==> config.mk <==
export PLATFORM = sky130hd
export DESIGN_NAME = aer_in_lrf_scheduler
export DESIGN_NICKNAME = d
export VERILOG_FILES = /design/src/rtl/aer_in_lrf_scheduler.sv
export SDC_FILE = /design/constraint.sdc
export NUM_CORES = 1
export LEC_CHECK = 0
export ABC_AREA = 1
export CAP_MARGIN = 10
export CORE_UTILIZATION = 40
export DETAILED_ROUTE_END_ITERATION = 10
export PLACE_DENSITY = 0.76
export RECOVER_POWER = 25
export SYNTH_ARGS = -nofsm -noshare
export SYNTH_HDL_FRONTEND = slang
export SYNTH_SLANG_ARGS = --single-unit
==> constraint.sdc <==
create_clock -name clk -period 6.1 [get_ports clk]
set_input_delay 0.915 -clock clk [delete_from_list [all_inputs] [get_ports clk]]
set_output_delay 0.915 -clock clk [all_outputs]
set_load 0.05 [all_outputs]
==> src/rtl/aer_in_lrf_scheduler.sv <==
// Round-robin arbiter feeding the LRF mapper AER input via a registered 4-phase handshake.
// Optional mapper-ACK timeout with sticky ERR is built when AER_SCHED_TIMEOUT_EN is defined.
//   state | meaning
//   IDLE  | arbitrate; grant held off while mapper ACK is still high
//   M_REQ | request asserted to mapper, waiting for ACK high
//   M_REL | request released, waiting for ACK low
//   S_ACK | acknowledge granted source, waiting for its REQ low
module aer_in_lrf_scheduler #(
  parameter int N_SRC     = 4,
  parameter int AER_WIDTH = 12,
  parameter int TIMEOUT   = 1023,
  parameter int CNT_W     = 16
) (
  input  logic                                 clk,
  input  logic                                 rst,
  input  logic [N_SRC-1:0]                     SRC_REQ,
  input  logic [N_SRC-1:0][AER_WIDTH-1:0]      SRC_EVENT,
  input  logic [N_SRC-1:0][AER_WIDTH-3:0]      SRC_IDX,
  output logic [N_SRC-1:0]                     SRC_ACK,
  output logic                                 MAP_IN_AERIN_REQ,
  output logic [AER_WIDTH-1:0]                 MAP_IN_AERIN_EVENT,
  output logic [AER_WIDTH-3:0]                 MAP_IN_AERIN_IDX,
  input  logic                                 MAP_IN_AERIN_ACK,
  output logic [$clog2(N_SRC)-1:0]             GRANT_ID,
  output logic                                 BUSY,
  output logic [CNT_W-1:0]                     EVT_CNT,
  input  logic                                 ERR_CLR,
  output logic                                 ERR
);

  localparam int GW    = $clog2(N_SRC);
  localparam int TMO_W = $clog2(TIMEOUT + 1);

  typedef enum logic [1:0] {IDLE, M_REQ, M_REL, S_ACK} state_t;

  state_t                 state_q, state_d;
  logic                   req_q, req_d;
  logic [N_SRC-1:0]       ack_q, ack_d;
  logic [AER_WIDTH-1:0]   event_q, event_d;
  logic [AER_WIDTH-3:0]   idx_q, idx_d;
  logic [GW-1:0]          grant_q, grant_d;
  logic [GW-1:0]          last_q, last_d;
  logic [CNT_W-1:0]       cnt_q, cnt_d;

  logic                   win_found;
  logic [GW-1:0]          win_id;
  logic [GW-1:0]          cand;
  logic                   tmo_hit;

  function automatic logic [GW-1:0] wrap_inc(input logic [GW-1:0] v);
    return (v == GW'(N_SRC - 1)) ? '0 : v + 1'b1;
  endfunction

`ifdef AER_SCHED_TIMEOUT_EN
  logic [TMO_W-1:0] tmo_q, tmo_d;
  logic             err_q, err_d;
  logic             tmo_tc;
  assign tmo_tc = (tmo_q == '0);
`endif

  // Rotating-priority search starting one past the last completed grant.
  always_comb begin
    win_found = 1'b0;
    win_id    = '0;
    cand      = wrap_inc(last_q);
    for (int i = 0; i < N_SRC; i++) begin
      if (!win_found && SRC_REQ[cand]) begin
        win_found = 1'b1;
        win_id    = cand;
      end
      cand = wrap_inc(cand);
    end
  end

  always_comb begin
    state_d = state_q;
    req_d   = req_q;
    ack_d   = ack_q;
    event_d = event_q;
    idx_d   = idx_q;
    grant_d = grant_q;
    last_d  = last_q;
    cnt_d   = cnt_q;
    tmo_hit = 1'b0;
    case (state_q)
      IDLE: begin
        if (win_found && !MAP_IN_AERIN_ACK) begin
          state_d = M_REQ;
          req_d   = 1'b1;
          event_d = SRC_EVENT[win_id];
          idx_d   = SRC_IDX[win_id];
          grant_d = win_id;
        end
      end
      M_REQ: begin
        if (MAP_IN_AERIN_ACK) begin
          state_d = M_REL;
          req_d   = 1'b0;
        end
`ifdef AER_SCHED_TIMEOUT_EN
        else if (tmo_tc) begin
          tmo_hit = 1'b1;
        end
`endif
      end
      M_REL: begin
        if (!MAP_IN_AERIN_ACK) begin
          state_d        = S_ACK;
          cnt_d          = cnt_q + 1'b1;
          ack_d          = '0;
          ack_d[grant_q] = 1'b1;
        end
`ifdef AER_SCHED_TIMEOUT_EN
        else if (tmo_tc) begin
          tmo_hit = 1'b1;
        end
`endif
      end
      S_ACK: begin
        if (!SRC_REQ[grant_q]) begin
          state_d = IDLE;
          ack_d   = '0;
          last_d  = grant_q;
        end
      end
      default: state_d = IDLE;
    endcase
    // A timed-out transfer still releases the source but is not counted.
    if (tmo_hit) begin
      state_d        = S_ACK;
      req_d          = 1'b0;
      ack_d          = '0;
      ack_d[grant_q] = 1'b1;
    end
  end

  always_ff @(posedge clk) begin
    if (rst) begin
      state_q <= IDLE;
      req_q   <= 1'b0;
      ack_q   <= '0;
      event_q <= '0;
      idx_q   <= '0;
      grant_q <= '0;
      last_q  <= GW'(N_SRC - 1);
      cnt_q   <= '0;
    end else begin
      state_q <= state_d;
      req_q   <= req_d;
      ack_q   <= ack_d;
      event_q <= event_d;
      idx_q   <= idx_d;
      grant_q <= grant_d;
      last_q  <= last_d;
      cnt_q   <= cnt_d;
    end
  end

`ifdef AER_SCHED_TIMEOUT_EN
  // Down-counter reloads on every state change, so each wait phase gets a full budget.
  always_comb begin
    tmo_d = (state_d != state_q) ? TMO_W'(TIMEOUT - 1) : tmo_q - 1'b1;
    err_d = ERR_CLR ? 1'b0 : err_q;
    if (tmo_hit) err_d = 1'b1;
  end

  always_ff @(posedge clk) begin
    if (rst) begin
      tmo_q <= TMO_W'(TIMEOUT - 1);
      err_q <= 1'b0;
    end else begin
      tmo_q <= tmo_d;
      err_q <= err_d;
    end
  end

  assign ERR = err_q;
`else
  logic unused_cfg;
  assign unused_cfg = ^{ERR_CLR, TMO_W'(TIMEOUT)};
  assign ERR        = 1'b0;
`endif

  assign SRC_ACK            = ack_q;
  assign MAP_IN_AERIN_REQ   = req_q;
  assign MAP_IN_AERIN_EVENT = event_q;
  assign MAP_IN_AERIN_IDX   = idx_q;
  assign GRANT_ID           = grant_q;
  assign BUSY               = (state_q != IDLE);
  assign EVT_CNT            = cnt_q;

endmodule

==> results.tsv, run 1 <==
stage	metric	value	unit
outcome	status	finished clean	
synth	postSynthAreaPerCell	6.48	µm²
power_and_ir_drop	peakVddDrop	0.160	mV
clock_network	cts_buffers	5	
global_routing	first_global_vias	3244	
synth	synth_cells	518	
worst_setup_path	cp-endpoint	EVT_CNT[12]$_SDFFE_PP0P_	
placed_design	routabilityCongestion	0.795	
route	drtIter0Drc	105	
clock_network	clockRootBuffer	clkbuf_8	
final_layout	drive_gt1_frac	0.0757	
final_layout	fillerInstances	758	
clock_network	cts_buffer_depth	2	
synth	ys_ff_latch	49	
global_routing	grt_start_max_net_pins	47	
global_routing	grt_util_all_layers	0.209	
min_path	hold_class	reg -> reg	
clock_network	clk_pin_slew	0.10	ns
clock_network	h-tree-depth	2	
floorplanning	fp-row-count	33	
run	maxCapViolCount	0	
timing	fin_crit_sh	0.539	
timing	fin_crit	3.29	ns
clock_network	cts_tree	built	
route	viasPerCell	4.90	
final_layout	synthToLayoutAreaGrowth	43.5	%
final_layout	layout.nets	748	
route	wl_per_cell	12.4	µm
timing	setup_viol	0	
global_routing	grt.overflow.total	0	
synth	synth_edf_count	0	
worst_setup_path	crit_path_end_kind	register	
route	wl_met1	4030	µm
placed_design	port_buffers	140	
timing	max_freq	0.304	GHz
synth	ys_types	37	
synth	ys_seq_area_frac	0.292	
floorplanning	die_h	93.6	µm
floorplanning	io_pins	143	
synth	synth_ff_type	dfxtp_1	
floorplanning	die-area	8760	µm²
clock_network	cts.sink_count	49	
route	wl	9290	µm
final_layout	insertedDiodeCount	0	
worst_setup_path	crit_fanout	29	
clock_network	clkLatencyLatePin	0.31	ns
worst_setup_path	startpoint	rst	
timing	finalSetupTns	0	ns
final_layout	final_common_cell	nand2_1	
worst_setup_path	r2r-start	last_q[0]$_SDFFE_PP1P_	
synth	yosys_warnings	0	
clock_network	cts_resized	0	
worst_setup_path	start_kind	input pin	
final_layout	final_cell_mix	nand2_1, clkdlybuf4s50_1, nand3_1	
power_and_ir_drop	p_per_area	331	nW/µm²
worst_setup_path	arrival	3.53	ns
timing	max_slew.worst_pin.slew	1.46	ns
route	antenna_left	0	
final_layout	postLayoutCellArea	4810	µm²
timing	maxSlewViolCount	0	
timing	rsz0062_at_grt	false	
placed_design	dp_hpwl	6810	µm
synth	postSynth.asyncResetShare	0	
placed_design	dpl-instance-area	4730	µm²
route	drc	0	
floorplanning	start_util	0.410	
route	dr_wl_met3	625	µm
floorplanning	die_w	93.6	µm
worst_setup_path	reg2reg_to	MAP_IN_AERIN_EVENT[7]$_SDFFE_PP0P_	
worst_setup_path	cp.required	6.34	ns
timing	finalClockSkew	0.00900	ns
clock_network	cts_hold_buf	0	
timing	slew-limit-headroom	0.0284	
route	vias	3685	
route	top_layer_used	met4	
worst_setup_path	worst-r2r-setup-slack	3.06	ns
global_routing	grt_pass1_wl	14700	µm
timing	hold_viol	0	
clock_network	post_cts_buffers	0	
worst_setup_path	worstSetupPathType	in -> reg	
route	first_pass_iters	4	
floorplanning	core	8180	µm²
synth	syn_nets	620	
worst_setup_path	reg2reg_depth	14	
global_routing	antenna_found_initial	0	
power_and_ir_drop	leakagePower	0.00215	µW
synth	syn_area	3350	µm²
route	met2_length	4540	µm
[cells in the mapped netlist, types with 4 or more instances]
library cell	number	area, µm²
a21oi_1	19	95.1
a21oi_2	8	70.1
buf_2	7	35.0
clkbuf_1	4	15.0
clkbuf_8	4	55.1
dfxtp_1	49	981
ha_1	6	75.1
inv_1	61	229
inv_2	4	15.0
nand2_1	154	578
nand2_2	17	106
nand3_1	66	330
nand3b_1	19	143
nor2_1	39	146
nor3_1	5	25.0
o21a_1	15	113
o21ai_0	10	50.1
[through the flow]
step	hold WS [ns]	cells	total power (µW)	utilization	worst slack (ns)
CTS	0.479	752	1620	0.589	2.87
global route	0.485	752	1700	0.589	2.62
detailed placement	0.465	744	1410	0.578	2.56
finish	0.471	752	1600	0.589	2.81
global placement	0.456	744	1390	0.578	2.62
floorplan	0.472	518	1150	-	3.71
[where the power goes]
part           internal (µW)  switching, µW
Sequential               390           49.2
Combinational            324            628
Clock                   81.8            122
Total                    796            799
[cells by family (layout without fill, tap and decap cells)]
family | count (synthesis) | count (layout) | share of synthesized area
fa+ha+maj | 6 | 6 | 0.0224
xor+xnor | 2 | 2 | 0.00522
other cells | 1 | 1 | 0.00112
compound gates | 58 | 58 | 0.110
simple gates | 314 | 314 | 0.440
flops | 49 | 49 | 0.292
buf+inv | 88 | 217 | 0.129
[worst min path at each step]
stage / from / end / slack [ns] / cells after the start
after floorplan: last_q[1]$_SDFFE_PP1P_ / last_q[1]$_SDFFE_PP1P_ / 0.47 / 2
after detailed placement: SRC_ACK[0]$_SDFFE_PP0P_ / SRC_ACK[0]$_SDFFE_PP0P_ / 0.46 / 2
after CTS: SRC_ACK[0]$_SDFFE_PP0P_ / SRC_ACK[0]$_SDFFE_PP0P_ / 0.48 / 2
after global routing: MAP_IN_AERIN_REQ$_SDFFE_PP0P_ / MAP_IN_AERIN_REQ$_SDFFE_PP0P_ / 0.48 / 2
after global placement: SRC_ACK[0]$_SDFFE_PP0P_ / SRC_ACK[0]$_SDFFE_PP0P_ / 0.46 / 2
final: SRC_ACK[0]$_SDFFE_PP0P_ / SRC_ACK[0]$_SDFFE_PP0P_ / 0.47 / 2
[critical path: stages]
cell and delay (ns):
dlygate4sd3_1 0.72, inv_1 0.30, clkbuf_1 1.10, o21ai_0 0.29, a21oi_1 0.19
[area by class of cell]
class	instances	area [µm²]	area share
multi-input cells	381	1940	0.403
repair buffers	143	1420	0.295
clock buffers	5	68.8	0.0143
well taps	105	131	0.0273
clock inverters	3	21.3	0.00442
flip-flops and latches	49	981	0.204
inverters	66	250	0.0520
[state kept, by name, indices dropped and copies added (netlist names)]
signal / count
last_q: 2
MAP_IN_AERIN_IDX: 10
EVT_CNT: 16
MAP_IN_AERIN_REQ: 1
state_q: 2
GRANT_ID: 2
MAP_IN_AERIN_EVENT: 12
SRC_ACK: 4
[metal layers]
| metal | vias up | track usage |
|---|---|---|
| li1 | 1896 | - |
| met1 | 1674 | 0.251 |
| met2 | 107 | 0.366 |
| met3 | 8 | 0.0577 |
| met4 | 0 | 0.0487 |
| met5 | - | 0 |
Power figures use the tool's default switching activity.
==> run 2, diff against run 1 <==
- CORE_UTILIZATION: 40 -> 39
- PLACE_DENSITY: 0.76 -> 0.78
- clock period: 6.1 -> 3 ns (I/O delays scaled with it)
==> run 2 against run 1 <==
Against the previous run:
- wire length fell by 0.14%
- clock-buffer cell count grew 1
- non-clock buffer count up 4
- clock skew shrank 0.0047 ns
- final cell count increased by 0.53%
- sequential share of layout area fell by 0.25 points
- register-to-register slack lost 2.8 ns
- clock power is 140% higher
- critical endpoint is now MAP_IN_AERIN_EVENT[5]$_SDFFE_PP0P_
- largest cell class unchanged
- highest routed layer unchanged
==> results.tsv, run 2 (same netlist as run 1, synthesis figures left out) <==
stage	metric	value	unit	change
outcome	status	finished clean		
floorplanning	start_util	0.406		-0.00410
worst_setup_path	cp.required	3.26	ns	-3.08 ns
clock_network	cts_tree	built		
timing	worst_slack	0.285	ns	-2.53 ns
final_layout	layout.nets	752		+0.53%
global_routing	antenna_found_initial	0		unchanged
route	viasPerCell	4.81		-1.9%
route	first_pass_iters	4		unchanged
route	wl	9280	µm	-0.14%
min_path	hold_end	SRC_ACK[1]$_SDFFE_PP0P_		
timing	slew-limit-headroom	0.273		+0.244
global_routing	grt_util_all_layers	0.212		+0.00351
final_layout	synthToLayoutAreaGrowth	45.3	%	
floorplanning	fp-row-count	33		unchanged
placed_design	port_buffers	140		unchanged
clock_network	cts.sink_count	49		unchanged
timing	holdWs	0.464	ns	-0.00686 ns
clock_network	cts_buffer_depth	2		unchanged
final_layout	fillerInstances	773		+2.0%
clock_network	cts_hold_buf	0		unchanged
min_path	hold_depth	2		unchanged
timing	fin_crit_sh	0.905		
route	wl_per_cell	12.3	µm	-0.67%
clock_network	cts_resized	0		unchanged
clock_network	clkLatencyLatePin	0.30	ns	about the same
power_and_ir_drop	p_per_area	684	nW/µm²	+110%
power_and_ir_drop	leakagePower	0.00218	µW	+1.2%
global_routing	grt_pass1_wl	15000	µm	+2.1%
timing	fin_crit	2.71	ns	
floorplanning	die_h	94.7	µm	+1.2%
timing	maxSlewViolCount	0		unchanged
worst_setup_path	crit_path_end_kind	register		
final_layout	final_common_cell	nand2_1		
final_layout	postLayoutCellArea	4870	µm²	+1.2%
worst_setup_path	worstSetupPathType	reg -> reg		
route	drc	0		unchanged
worst_setup_path	worst-r2r-setup-slack	0.29	ns	-2.77 ns
route	drtIter0Drc	188		+79%
worst_setup_path	start_kind	register		
timing	hold_viol	0		unchanged
placed_design	dp_hpwl	7070	µm	+3.9%
worst_setup_path	crit_fanout	17		-41%
worst_setup_path	r2r-start	last_q[0]$_SDFFE_PP1P_		
final_layout	final_core_util	0.590		+0.00138
run	maxCapViolCount	0		unchanged
worst_setup_path	arrival	2.97	ns	-0.56 ns
min_path	min_from	SRC_ACK[1]$_SDFFE_PP0P_		
timing	max_slew.worst_pin.slew	1.09	ns	-0.366 ns
global_routing	grt_start_max_net_pins	29		-38%
clock_network	h-tree-depth	2		unchanged
clock_network	clockRootBuffer	clkbuf_8		
timing	max_freq	0.368	GHz	
route	antenna_left	0		unchanged
clock_network	clk_pin_slew	0.09	ns	about the same
clock_network	cts_buffers	5		unchanged
placed_design	dpl-instance-area	4780	µm²	+1.2%
final_layout	final_cell_mix	nand2_1, clkdlybuf4s50_1, nand3_1		
global_routing	grt.overflow.total	0		unchanged
timing	finalClockSkew	0.00433	ns	-0.00467 ns
worst_setup_path	reg2reg_depth	15		+1
floorplanning	die_w	94.7	µm	+1.2%
power_and_ir_drop	peakVddDrop	0.310	mV	+94%
floorplanning	core	8260	µm²	+1.0%
min_path	hold_class	reg -> reg		
timing	rsz0062_at_grt	false		
timing	setup_viol	0		unchanged
placed_design	routabilityCongestion	0.840		+5.6%
timing	finalSetupTns	0	ns	unchanged
worst_setup_path	reg2reg_to	MAP_IN_AERIN_EVENT[5]$_SDFFE_PP0P_		
clock_network	post_cts_buffers	0		unchanged
final_layout	largest_reg_flops	16		unchanged
final_layout	drive_gt1_frac	0.0799		+0.00414
floorplanning	io_pins	143		unchanged
global_routing	first_global_vias	3405		+5.0%
final_layout	insertedDiodeCount	0		unchanged
placed_design	pre_cts_ws	0.209	ns	-2.36 ns
route	vias	3633		-1.4%
floorplanning	die-area	8980	µm²	+2.5%
## run 2: cell count changes in the layout (fill, tap and decap cells not counted), sizes merged
cell / delta
clkinvlp: -1
clkbuf: +2
inv: -1
bufinv: +1
dlygate4sd3: -1
clkdlybuf4s50: +1
buf: +3
## run 2: how the worst max path moves through the flow
stage / from / depth (start not counted) / end / slack [ns]
after floorplan: EVT_CNT[1]$_SDFFE_PP0P_ / 12 / EVT_CNT[14]$_SDFFE_PP0P_ / 0.74
after global placement: SRC_REQ[2] / 15 / MAP_IN_AERIN_EVENT[9]$_SDFFE_PP0P_ / 0.26
after detailed placement: SRC_REQ[2] / 15 / MAP_IN_AERIN_EVENT[9]$_SDFFE_PP0P_ / 0.21
after global routing: last_q[0]$_SDFFE_PP1P_ / 15 / MAP_IN_AERIN_EVENT[3]$_SDFFE_PP0P_ / 0.03
final: last_q[0]$_SDFFE_PP1P_ / 15 / MAP_IN_AERIN_EVENT[5]$_SDFFE_PP0P_ / 0.29
after CTS: last_q[0]$_SDFFE_PP1P_ / 15 / MAP_IN_AERIN_EVENT[9]$_SDFFE_PP0P_ / 0.30
## run 2: per-stage QoR
step           total power [µW]  cells
6_report                   3340    756
5_1_grt                    3570    756
4_1_cts                    3390    756
3_5_place_dp               2900    748
3_3_place_gp               2860    748
2_1_floorplan              2350    518
## run 2: layout make-up
type                            count  area (µm²)  share of cell area
Multi-Input combinational cell    381        1940               0.398
Timing Repair Buffer              147        1460               0.299
Sequential cell                    49         981               0.201
Inverter                           66         250              0.0513
Tap cell                          105         131              0.0270
Clock buffer                        6        72.6              0.0149
Clock inverter                      2        38.8             0.00796
## run 2: per-layer routing
metal | vias to the layer above | track usage | part of all wire
met5 | - | 0 | 0
met4 | 0 | 0.0694 | 0.011
met3 | 8 | 0.0628 | 0.086
met2 | 127 | 0.382 | 0.48
met1 | 1596 | 0.237 | 0.43
li1 | 1902 | - | -
## run 2: critical path: stages, from the launching register on
cell,delay (ns)
dfxtp_1,0.37
ha_1,0.41
inv_1,0.14
nand2_1,0.11
nand2_2,0.08
nand2_1,0.12
nand2_2,0.10
nand2_2,0.07
nor2_2,0.04
nand2_1,0.14
nand3_4,0.24
nor2_4,0.47
nand3_1,0.15
nand3_1,0.12
nand2_1,0.06
inv_1,0.06
## run 2: power by group
group | internal, µW | switching (µW) | total, µW | leakage (µW)
logic | 683 | 1290 | 1970 | 0.00172
registers | 792 | 93.2 | 885 | 0.000400
clock network | 251 | 230 | 480 | 0.0000554
==> run 3, diff against run 2 <==
- SLEW_MARGIN: default -> 10
==> results of run 3 <==
Same layout as run 2: the final DEF is identical, and so are final timing and power.
